File: src/rtl/delay_commutator_stage.sv
// Delay-commutator stage: lower-lane delay D, lane swap on index bit log2(D), upper post-delay D.
// Latency: one clock from an accepted sample to registered outputs (plus D samples of pipeline fill).
// Backpressure: none; in_valid=0 freezes all state. Optional COMM_BYPASS_EN adds a bypass input.
module delay_commutator_stage #(
  parameter int WIDTH = 9,
  parameter int DEPTH = 2
) (
  input  logic                    clk,
  input  logic                    rst,
  input  logic                    in_valid,
  input  logic                    frame_start,
`ifdef COMM_BYPASS_EN
  input  logic                    bypass,
`endif
  input  logic signed [WIDTH-1:0] inUI_re,
  input  logic signed [WIDTH-1:0] inUI_im,
  input  logic signed [WIDTH-1:0] inLI_re,
  input  logic signed [WIDTH-1:0] inLI_im,
  output logic                    out_valid,
  output logic signed [WIDTH-1:0] Up_out_re,
  output logic signed [WIDTH-1:0] Up_out_im,
  output logic signed [WIDTH-1:0] Low_out_re,
  output logic signed [WIDTH-1:0] Low_out_im,
  output logic                    sel_out
);

  // Index spans 2D samples; the switch bit is bit log2(D) of the index.
  localparam int LB = $clog2(DEPTH);
  localparam int NW = LB + 1;
  localparam int CW = $clog2(DEPTH + 1);

  typedef logic [2*WIDTH-1:0] cplx_t;

  logic [NW-1:0] n_q, n_d;
  logic [CW-1:0] cnt_q, cnt_d;
  cplx_t         ld_q [DEPTH];
  cplx_t         ld_d [DEPTH];
  cplx_t         ud_q [DEPTH];
  cplx_t         ud_d [DEPTH];
  cplx_t         up_q, up_d;
  cplx_t         low_q, low_d;
  logic          vld_q, vld_d;
  logic          sel_q, sel_d;

  logic          byp;
  logic [NW-1:0] idx;
  logic [CW-1:0] cur_cnt;
  logic          sel;
  cplx_t         lp, a, b;

`ifdef COMM_BYPASS_EN
  assign byp = bypass;
`else
  assign byp = 1'b0;
`endif

  // Next-state: bypass passes inputs straight through; otherwise delay, swap, delay.
  always_comb begin
    n_d     = n_q;
    cnt_d   = cnt_q;
    ld_d    = ld_q;
    ud_d    = ud_q;
    up_d    = up_q;
    low_d   = low_q;
    vld_d   = 1'b0;
    sel_d   = sel_q;
    idx     = frame_start ? '0 : n_q;
    cur_cnt = frame_start ? '0 : cnt_q;
    sel     = idx[LB];
    lp      = ld_q[DEPTH-1];
    a       = sel ? lp : {inUI_re, inUI_im};
    b       = sel ? {inUI_re, inUI_im} : lp;
    if (byp) begin
      if (in_valid) begin
        up_d  = {inUI_re, inUI_im};
        low_d = {inLI_re, inLI_im};
        vld_d = 1'b1;
      end
    end else if (in_valid) begin
      up_d  = ud_q[DEPTH-1];
      low_d = b;
      for (int i = DEPTH - 1; i > 0; i--) begin
        ld_d[i] = ld_q[i-1];
        ud_d[i] = ud_q[i-1];
      end
      ld_d[0] = {inLI_re, inLI_im};
      ud_d[0] = a;
      n_d     = idx + NW'(1);
      // Saturating fill count: the stage is primed once D samples have entered.
      cnt_d   = (cur_cnt == CW'(DEPTH)) ? cur_cnt : cur_cnt + CW'(1);
      vld_d   = (cur_cnt == CW'(DEPTH));
      sel_d   = sel;
    end
  end

  // State registers with synchronous reset taking priority over everything.
  always_ff @(posedge clk) begin
    if (rst) begin
      n_q   <= '0;
      cnt_q <= '0;
      up_q  <= '0;
      low_q <= '0;
      vld_q <= 1'b0;
      sel_q <= 1'b0;
      for (int i = 0; i < DEPTH; i++) begin
        ld_q[i] <= '0;
        ud_q[i] <= '0;
      end
    end else begin
      n_q   <= n_d;
      cnt_q <= cnt_d;
      up_q  <= up_d;
      low_q <= low_d;
      vld_q <= vld_d;
      sel_q <= sel_d;
      ld_q  <= ld_d;
      ud_q  <= ud_d;
    end
  end

  assign out_valid  = vld_q;
  assign sel_out    = sel_q;
  assign Up_out_re  = up_q[2*WIDTH-1:WIDTH];
  assign Up_out_im  = up_q[WIDTH-1:0];
  assign Low_out_re = low_q[2*WIDTH-1:WIDTH];
  assign Low_out_im = low_q[WIDTH-1:0];

endmodule

File: config.mk
export PLATFORM = sky130hd
export DESIGN_NAME = delay_commutator_stage
export DESIGN_NICKNAME = d
export VERILOG_FILES = /design/src/rtl/delay_commutator_stage.sv
export SDC_FILE = /design/constraint.sdc
export NUM_CORES = 1
export LEC_CHECK = 0
export BUFFER_PORTS_ARGS = -buffer_cell sky130_fd_sc_hd__buf_2
export CAP_MARGIN = 20
export CORE_ASPECT_RATIO = 0.7
export CORE_MARGIN = 2
export CORE_UTILIZATION = 30
export CTS_CLUSTER_DIAMETER = 30
export DETAILED_ROUTE_END_ITERATION = 6
export PLACE_DENSITY = 0.48
export SLEW_MARGIN = 20
export SYNTH_ARGS = -nofsm -noshare
export SYNTH_HDL_FRONTEND = slang
export SYNTH_SLANG_ARGS = --single-unit
File: constraint.sdc
create_clock -name clk -period 3 [get_ports clk]
set_input_delay 0.3 -clock clk [delete_from_list [all_inputs] [get_ports clk]]
set_output_delay 0.3 -clock clk [all_outputs]
set_load 0.02 [all_outputs]
# Yosys cells after proc, flatten, opt, wreduce, memory -nomap -nowiden
# Cells that the tools add are included.
totals:
  reg_bits: 114
  out_inout_bits: 38
classes:
  add_sub_neg: 2
  eq_ne: 1
  muxes: 5
  n_bitwise: 1
  n_reduce_logical: 1
op_table:
  columns: ["cell", "n"]
  rows:
  - ["$mux 18", 2]
  - ["$mux 2", 3]
  - ["$add 2x1->2 const B", 2]
  - ["$eq 2x2->1 const B", 1]
  - ["$reduce_or 2->1", 1]
  - ["$not 1->1", 1]

# Logic depth before layout (Yosys ltp)
# Gate-level depths: netlist (run 1).
depth:
  ltp_word: 3
  mapped_depth: 5

# Worst setup path after synthesis (run 1)
# Ideal clock, no wire load.
synth_timing:
  path_kind: "input-to-reg"
  start: "in in_valid"
  end: "reg ud_q[33] (netlist name)"
  setup_time_ns: 0.100
  t_arrival_ns: 1.103
  t_required_ns: 2.900
  path_slack_ns: 1.797
  stages: 4
  path_buffers: 2
  path_cell_list: "buf_4 clkbuf_1 and4bb_1 a2111oi_4"
synth_rtl:
  columns: ["element", "line_no", "text"]
  rows:
  - ["start, declared", "10", "input logic in_valid,"]
  - ["end signal, assigned", "117", "ud_q <= ud_d;"]
  - ["end, declared", "38", "cplx_t ud_q [DEPTH];"]

# Worst setup path in the final report (run 1)
layout_timing:
  start: "reg n_q[1]"
  end: "reg ud_q[27] (netlist name)"
layout_via:
  elab_chain_len: 2
layout_rtl:
  columns: ["element", "line_no", "text"]
  rows:
  - ["start, declared", "34", "logic [NW-1:0] n_q, n_d;"]
  - ["start signal, assigned", "110", "n_q <= n_d;"]
  - ["$mux 2", "67", "idx = frame_start ? '0 : n_q;"]
  - ["$mux 18", "71", "a = sel ? lp : {inUI_re, inUI_im};"]
# No other way between the ends.
# A chain may end at the register's enable or synchronous reset.

==> PnR_summary.wiki, run 1 <==
{| class="wikitable"
! Metric !! Value
|-
| Average via count per standard cell || 4.710
|-
| Most area-consuming cells after synthesis || dfxtp_1 46%, mux2i_1 15%, a2111oi_2 11%
|-
| HPWL after DPL || 7313 um
|-
| Critical path, cell by cell || buf_4 -> nand2b_2 -> buf_4 -> a2111oi_2
|-
| Sum of overflow across all layers after global routing || 0
|-
| Number of global-route vias before repair || 3593
|-
| Category of the most critical setup path || reg -> reg
|-
| Share of the synthesized area in the top cell type || 46.04%
|-
| Net count after synthesis || 511
|-
| Element type at the critical path end || flip-flop
|-
| Type of the tightest min-delay check || in -> reg
|-
| Ratio of cells with drive above 1 in the final layout || 28.73%
|-
| Average detailed-routed wire length per instance || 14.63 um
|-
| Buffers on Ports || 77
|-
| Final WS setup || 1.411 ns
|-
| Post-synthesis cell area || 4957 um^2
|-
| Pre-antenna DRT Iters || 4
|-
| Non-filler cells in the finished layout || 768
|-
| Cell count after synthesis || 469
|-
| First DRT Iteration DRCs || 169
|-
| Total routing usage reported by global routing || 13.18%
|-
| Worst relative slew slack || 51.28%
|-
| Number of hold buffers added after cts || 0
|-
| Arrival time of data at the critical path endpoint || 1.88 ns
|-
| Async set-reset flop share out of synthesis || 0%
|-
| Post-cts sizing count || 0
|-
| Signed area change from the synthesized netlist to the final layout || 22.87%
|-
| Ys flop type || dfxtp_1
|-
| Number of antenna violations at the first check in global routing || 0
|-
| Count of max-cap constraint violations || 0
|-
| Total number of yosys warnings || 0
|-
| Avg Synthesized Cell Area || 10.57 um^2
|-
| Overall power after layout || 4.049 mW
|-
| Total negative setup slack || 0 ns
|-
| Worst skew pair latency || 0.41 ns
|-
| Global-route wire length before repair || 18200 um
|-
| Crit share post-route || 52.98%
|-
| Critical Path Fanout Max || 40
|-
| Die span in x || 157.6 um
|-
| Number of antenna cells inserted || 0
|-
| Deepest clock path buffer count || 2
|-
| Startpoint kind of the worst setup timing path || flip-flop
|-
| Clock network fraction of total power || 50.6%
|-
| Required time of the worst setup path || 3.29 ns
|-
| Number of enable-type register cells in the synthesized netlist || 0
|-
| Count of nets left with antenna violations after detail routing || 0
|-
| Largest voltage drop on the vdd net || 0.3013 mV
|-
| Delay of the slowest cell on the worst path || 0.36 ns
|-
| Core Util, Final || 37.48%
|-
| Total DRC errors in the routed layout || 0
|-
| Core footprint || 16250 um^2
|-
| Leak pwr || 2.541 nW
|-
| Worst hold slack across all endpoints || 0.1226 ns
|-
| Post-synth top cells || 114 x dfxtp_1, 111 x nor2_1, 74 x mux2i_1
|-
| Dominant cell type by area after synthesis || dfxtp_1
|-
| Transition time at the pin with the least slew margin || 0.7308 ns
|-
| Setup slack of the most critical reg-to-reg path || 1.41 ns
|-
| Final setup violating endpoints || 0
|-
| Sequential area share after synthesis || 46.04%
|-
| Fraction of power spent switching nets || 24.09%
|-
| Flip-flop and latch count after synthesis || 114
|-
| Cell at the slowest stage of the critical path || a2111oi_2
|-
| Count of H-tree levels built during CTS || 4
|-
| Final Wtd Congestion || 0.6749
|-
| Yosys cell types || 23
|-
| Achievable frequency || 629.2 MHz
|-
| Site row count || 39
|-
| CTS tree || yes
|-
| I/O pin total || 78
|-
| Count of final max-slew check failures || 0
|-
| Storage cell area || 2282 um^2
|-
| Status || complete, no violations
|-
| Maximum number of pins on one net before global-route repair || 64
|-
| Total Routed Length || 11230 um
|-
| Number of buffers added by the clock tree synthesis step || 17
|-
| Via count || 3617
|-
| Final-report hold violation count || 0
|-
| Clock-pin slew on the worst setup and hold paths || 0.06 ns
|-
| Placed standard-cell area || 5487 um^2
|-
| Placed Cells || 736
|-
| Library cell appearing most often on the critical path || buf_4
|-
| Number of nets at the end of the flow || 572
|-
| Fillers || 1606
|-
| Most used standard cell by instance count after synthesis || dfxtp_1
|-
| Number of sinks driven by the clock tree || 114
|-
| Combinational share of power || 8.9%
|-
| Shortest period the worst path allows || 1.589 ns
|-
| Design area || 6091 um^2
|-
| Area of combinational cells with multiple inputs || 2417 um^2
|-
| Setup repair after global routing missed its margin || no
|-
| Internal cell power || 3.074 mW
|-
| P_sw || 975.2 uW
|-
| Starting density of the core || 30.51%
|-
| Clock skew || 0.01524 ns
|-
| Setup Buffers After CTS || 0
|-
| Cell chosen for the clock root || clkbuf_16
|-
| Die height || 111.6 um
|-
| Die Footprint || 17580 um^2
|-
| Place WS || 1.205 ns
|-
| PD cells || 664.7 nW/um^2
|-
| Reg power frac || 40.4%
|}
## cells by family after synthesis
group | share of synthesized area, %
buffers and inverters | 5.250
AND/OR/NAND/NOR | 21.73
AO/OA/AOI/OAI | 11.53
adder cells (fa/ha/maj) | 0.5047
flip-flops | 46.04
multiplexers | 14.94
## per-layer routing
layer,GRT usage [%],vias to the layer above,part of all wire (%)
li1,-,1777,-
met1,16.73,1758,47
met2,21.51,71,48
met3,3.893,11,4.0
met4,4.182,0,1.1
met5,0,-,0
## flip-flops by register name, summed over array words and instances, names as in the netlist
name       count
out_valid      1
ud_q          36
low_q         18
sel_out        1
lp            18
up_q          18
ld_q          18
n_q            2
cnt_q          2
## path summary, 6_finish.rpt
path | to | start | cells past startpoint
max | ud_q[27] | n_q[1] | 4
min | ld_q[28] | inLI_re[1] | 3
max reg2reg | ud_q[27] | n_q[1] | 4
min reg2reg | sel_out | sel_out | 2
## power by group through the flow
stage	sequential (mW)	clock [mW]	combinational (mW)
final	1.64	2.05	0.362
after global routing	1.64	2.17	0.399
after CTS	1.64	2.10	0.368
after detailed placement	1.67	0	0.366
after global placement	1.67	0	0.357
after floorplan	1.68	0	0.253
## cells in the final DEF (no fill, tap or decap), types with 3 or more instances in the layout
| cell type | count |
|---|---|
| a2111oi_2 | 35 |
| dfxtp_1 | 114 |
| mux2i_1 | 74 |
| nor4bb_1 | 35 |
| bufinv_16 | 3 |
| buf_4 | 10 |
| nor2_1 | 111 |
| clkbuf_16 | 17 |
| clkinvlp_4 | 7 |
| nor2b_1 | 37 |
| buf_2 | 75 |
| nand2b_1 | 3 |
## critical path, delay by kind of cell, from the launching register on
family / cells / cell delay (ns)
AO/OA/AOI/OAI: 1 / 0.36
buffers and inverters: 2 / 0.61
flip-flops: 1 / 0.30
AND/OR/NAND/NOR: 1 / 0.20
## layout make-up
type | count | area share [%]
multi-input cells | 308 | 39.69
repair buffers | 88 | 8.237
clock buffers | 19 | 7.272
inverters | 1 | 0.06163
well taps | 225 | 4.622
flip-flops and latches | 114 | 37.47
clock inverters | 13 | 2.650
Power figures use the tool's default switching activity.
==> run 2, diff against run 1 <==
- clock period: 3 -> 1.5 ns (I/O delays scaled with it)
==> run 2 against run 1 <==
Effect of this change:
- global-route usage is 0.14 points lower
- die area is the same
- design area is 4.5% higher
- highest routed layer unchanged
==> PnR_summary.wiki, run 2 (same netlist as run 1, synthesis figures left out) <==
{| class="wikitable"
! Metric !! Value
|-
| Startpoint kind of the worst setup timing path || flip-flop
|-
| Place WS || 0.2066 ns
|-
| Critical path capture point || ud_q[25]
|-
| Die height || 111.6 um
|-
| Sum of overflow across all layers after global routing || 0
|-
| Crit share post-route || 85.64%
|-
| Clock-pin slew on the worst setup and hold paths || 0.05 ns
|-
| First DRT Iteration DRCs || 127
|-
| Register with the highest flop count || ud_q
|-
| PD cells || 1310 nW/um^2
|-
| Largest voltage drop on the vdd net || 0.4904 mV
|-
| Total routing usage reported by global routing || 13.05%
|-
| Worst hold slack across all endpoints || 0.01648 ns
|-
| Total Routed Length || 11180 um
|-
| Count of H-tree levels built during CTS || 4
|-
| Placed standard-cell area || 5592 um^2
|-
| Storage cell area || 2282 um^2
|-
| Core footprint || 16250 um^2
|-
| Placed Cells || 745
|-
| Design area || 6367 um^2
|-
| Area of combinational cells with multiple inputs || 2417 um^2
|-
| Total DRC errors in the routed layout || 0
|-
| Shortest period the worst path allows || 1.285 ns
|-
| Total negative setup slack || 0 ns
|-
| Count of nets left with antenna violations after detail routing || 0
|-
| Transition time at the pin with the least slew margin || 0.3972 ns
|-
| Setup repair after global routing missed its margin || no
|-
| Count of max-cap constraint violations || 0
|-
| Number of antenna violations at the first check in global routing || 0
|-
| Worst Reg2Reg Path Length in Cells || 3
|-
| HPWL after DPL || 7539 um
|-
| Post-cts sizing count || 0
|-
| Count of final max-slew check failures || 0
|-
| Ratio of cells with drive above 1 in the final layout || 29.20%
|-
| Worst skew pair latency || 0.40 ns
|-
| Category of the most critical setup path || reg -> reg
|-
| Element type at the critical path end || flip-flop
|-
| Achievable frequency || 778.5 MHz
|-
| Worst reg2reg startpoint || n_q[1]
|-
| Commonest non-fill, non-tap cell in the layout || dfxtp_1
|-
| Overall power after layout || 8.342 mW
|-
| Pre-antenna DRT Iters || 6
|-
| Buffers on Ports || 77
|-
| Leak pwr || 2.694 nW
|-
| Die Footprint || 17580 um^2
|-
| Number of antenna cells inserted || 0
|-
| Via count || 3593
|-
| Worst relative slew slack || 73.52%
|-
| Final-report hold violation count || 0
|-
| Average detailed-routed wire length per instance || 14.15 um
|-
| Critical path, cell by cell || buf_4 -> nor4bb_1 -> a2111oi_2
|-
| Largest register FFs || 36
|-
| End of the worst register-to-register path || ud_q[25]
|-
| Setup Buffers After CTS || 0
|-
| Global-route wire length before repair || 17880 um
|-
| Clock skew || 0.006743 ns
|-
| Beginning of the critical path || n_q[1]
|-
| Cell chosen for the clock root || clkbuf_16
|-
| Die span in x || 157.6 um
|-
| CTS tree || yes
|-
| Starting density of the core || 30.51%
|-
| Final setup violating endpoints || 0
|-
| Site row count || 39
|-
| Number of nets at the end of the flow || 595
|-
| Required time of the worst setup path || 1.76 ns
|-
| Final Wtd Congestion || 0.7496
|-
| Setup slack of the most critical reg-to-reg path || 0.22 ns
|-
| Deepest clock path buffer count || 2
|-
| I/O pin total || 78
|-
| Number of hold buffers added after cts || 14
|-
| Fillers || 1617
|-
| Number of global-route vias before repair || 3523
|-
| Maximum number of pins on one net before global-route repair || 47
|-
| Signed area change from the synthesized netlist to the final layout || 28.45%
|-
| Most frequent cells in the layout || 114 x dfxtp_1, 111 x nor2_1, 75 x buf_2
|-
| Cell at the slowest stage of the critical path || dfxtp_1
|-
| Status || complete, no violations
|-
| Delay of the slowest cell on the worst path || 0.46 ns
|-
| Average via count per standard cell || 4.548
|-
| Core Util, Final || 39.19%
|-
| Non-filler cells in the finished layout || 790
|-
| Critical Path Fanout Max || 20
|-
| Number of buffers added by the clock tree synthesis step || 17
|-
| Number of sinks driven by the clock tree || 114
|-
| Type of the tightest min-delay check || in -> reg
|-
| Arrival time of data at the critical path endpoint || 1.55 ns
|-
| Final WS setup || 0.2155 ns
|}
[run 2: worst min path at each step]
| stage | to | slack, ns | depth (start not counted) | from |
|---|---|---|---|---|
| floorplan | ld_q[18] | 0.30 | 2 | inLI_im[0] |
| global placement | ld_q[26] | 0.39 | 3 | inLI_im[8] |
| detailed placement | ld_q[34] | 0.40 | 3 | inLI_re[7] |
| CTS | ld_q[20] | 0.007 | 3 | inLI_im[2] |
| global route | ld_q[20] | 0.02 | 3 | inLI_im[2] |
| finish | ld_q[32] | 0.02 | 3 | inLI_re[5] |
[run 2: where the power goes]
part | leakage, nW | total (mW) | internal, mW | switching (mW)
clock network | 0.311 | 4.29 | 2.93 | 1.35
logic | 1.45 | 0.777 | 0.367 | 0.410
registers | 0.935 | 3.28 | 3.18 | 0.0951
total | 2.69 | 8.34 | 6.48 | 1.86
[run 2: cell type report]
type	count	area share, %
inverter	1	0.05895
clock buffer	21	7.546
timing repair buffer	111	11.73
multi-input combinational	308	37.96
clock inverter	10	2.437
tap	225	4.421
sequential	114	35.84
[run 2: critical path: cells and delay by family, from the launching register on]
kind / cells / cell delay (ns)
compound gates: 1 / 0.10
buf+inv: 1 / 0.26
flops: 1 / 0.46
simple gates: 1 / 0.33
[run 2: metal layers]
metal	up-vias	part of all wire (%)	track usage, %
li1	1825	-	-
met5	-	0	0
met3	6	4.6	4.827
met4	0	0.67	3.455
met1	1696	48	16.86
met2	66	47	20.52
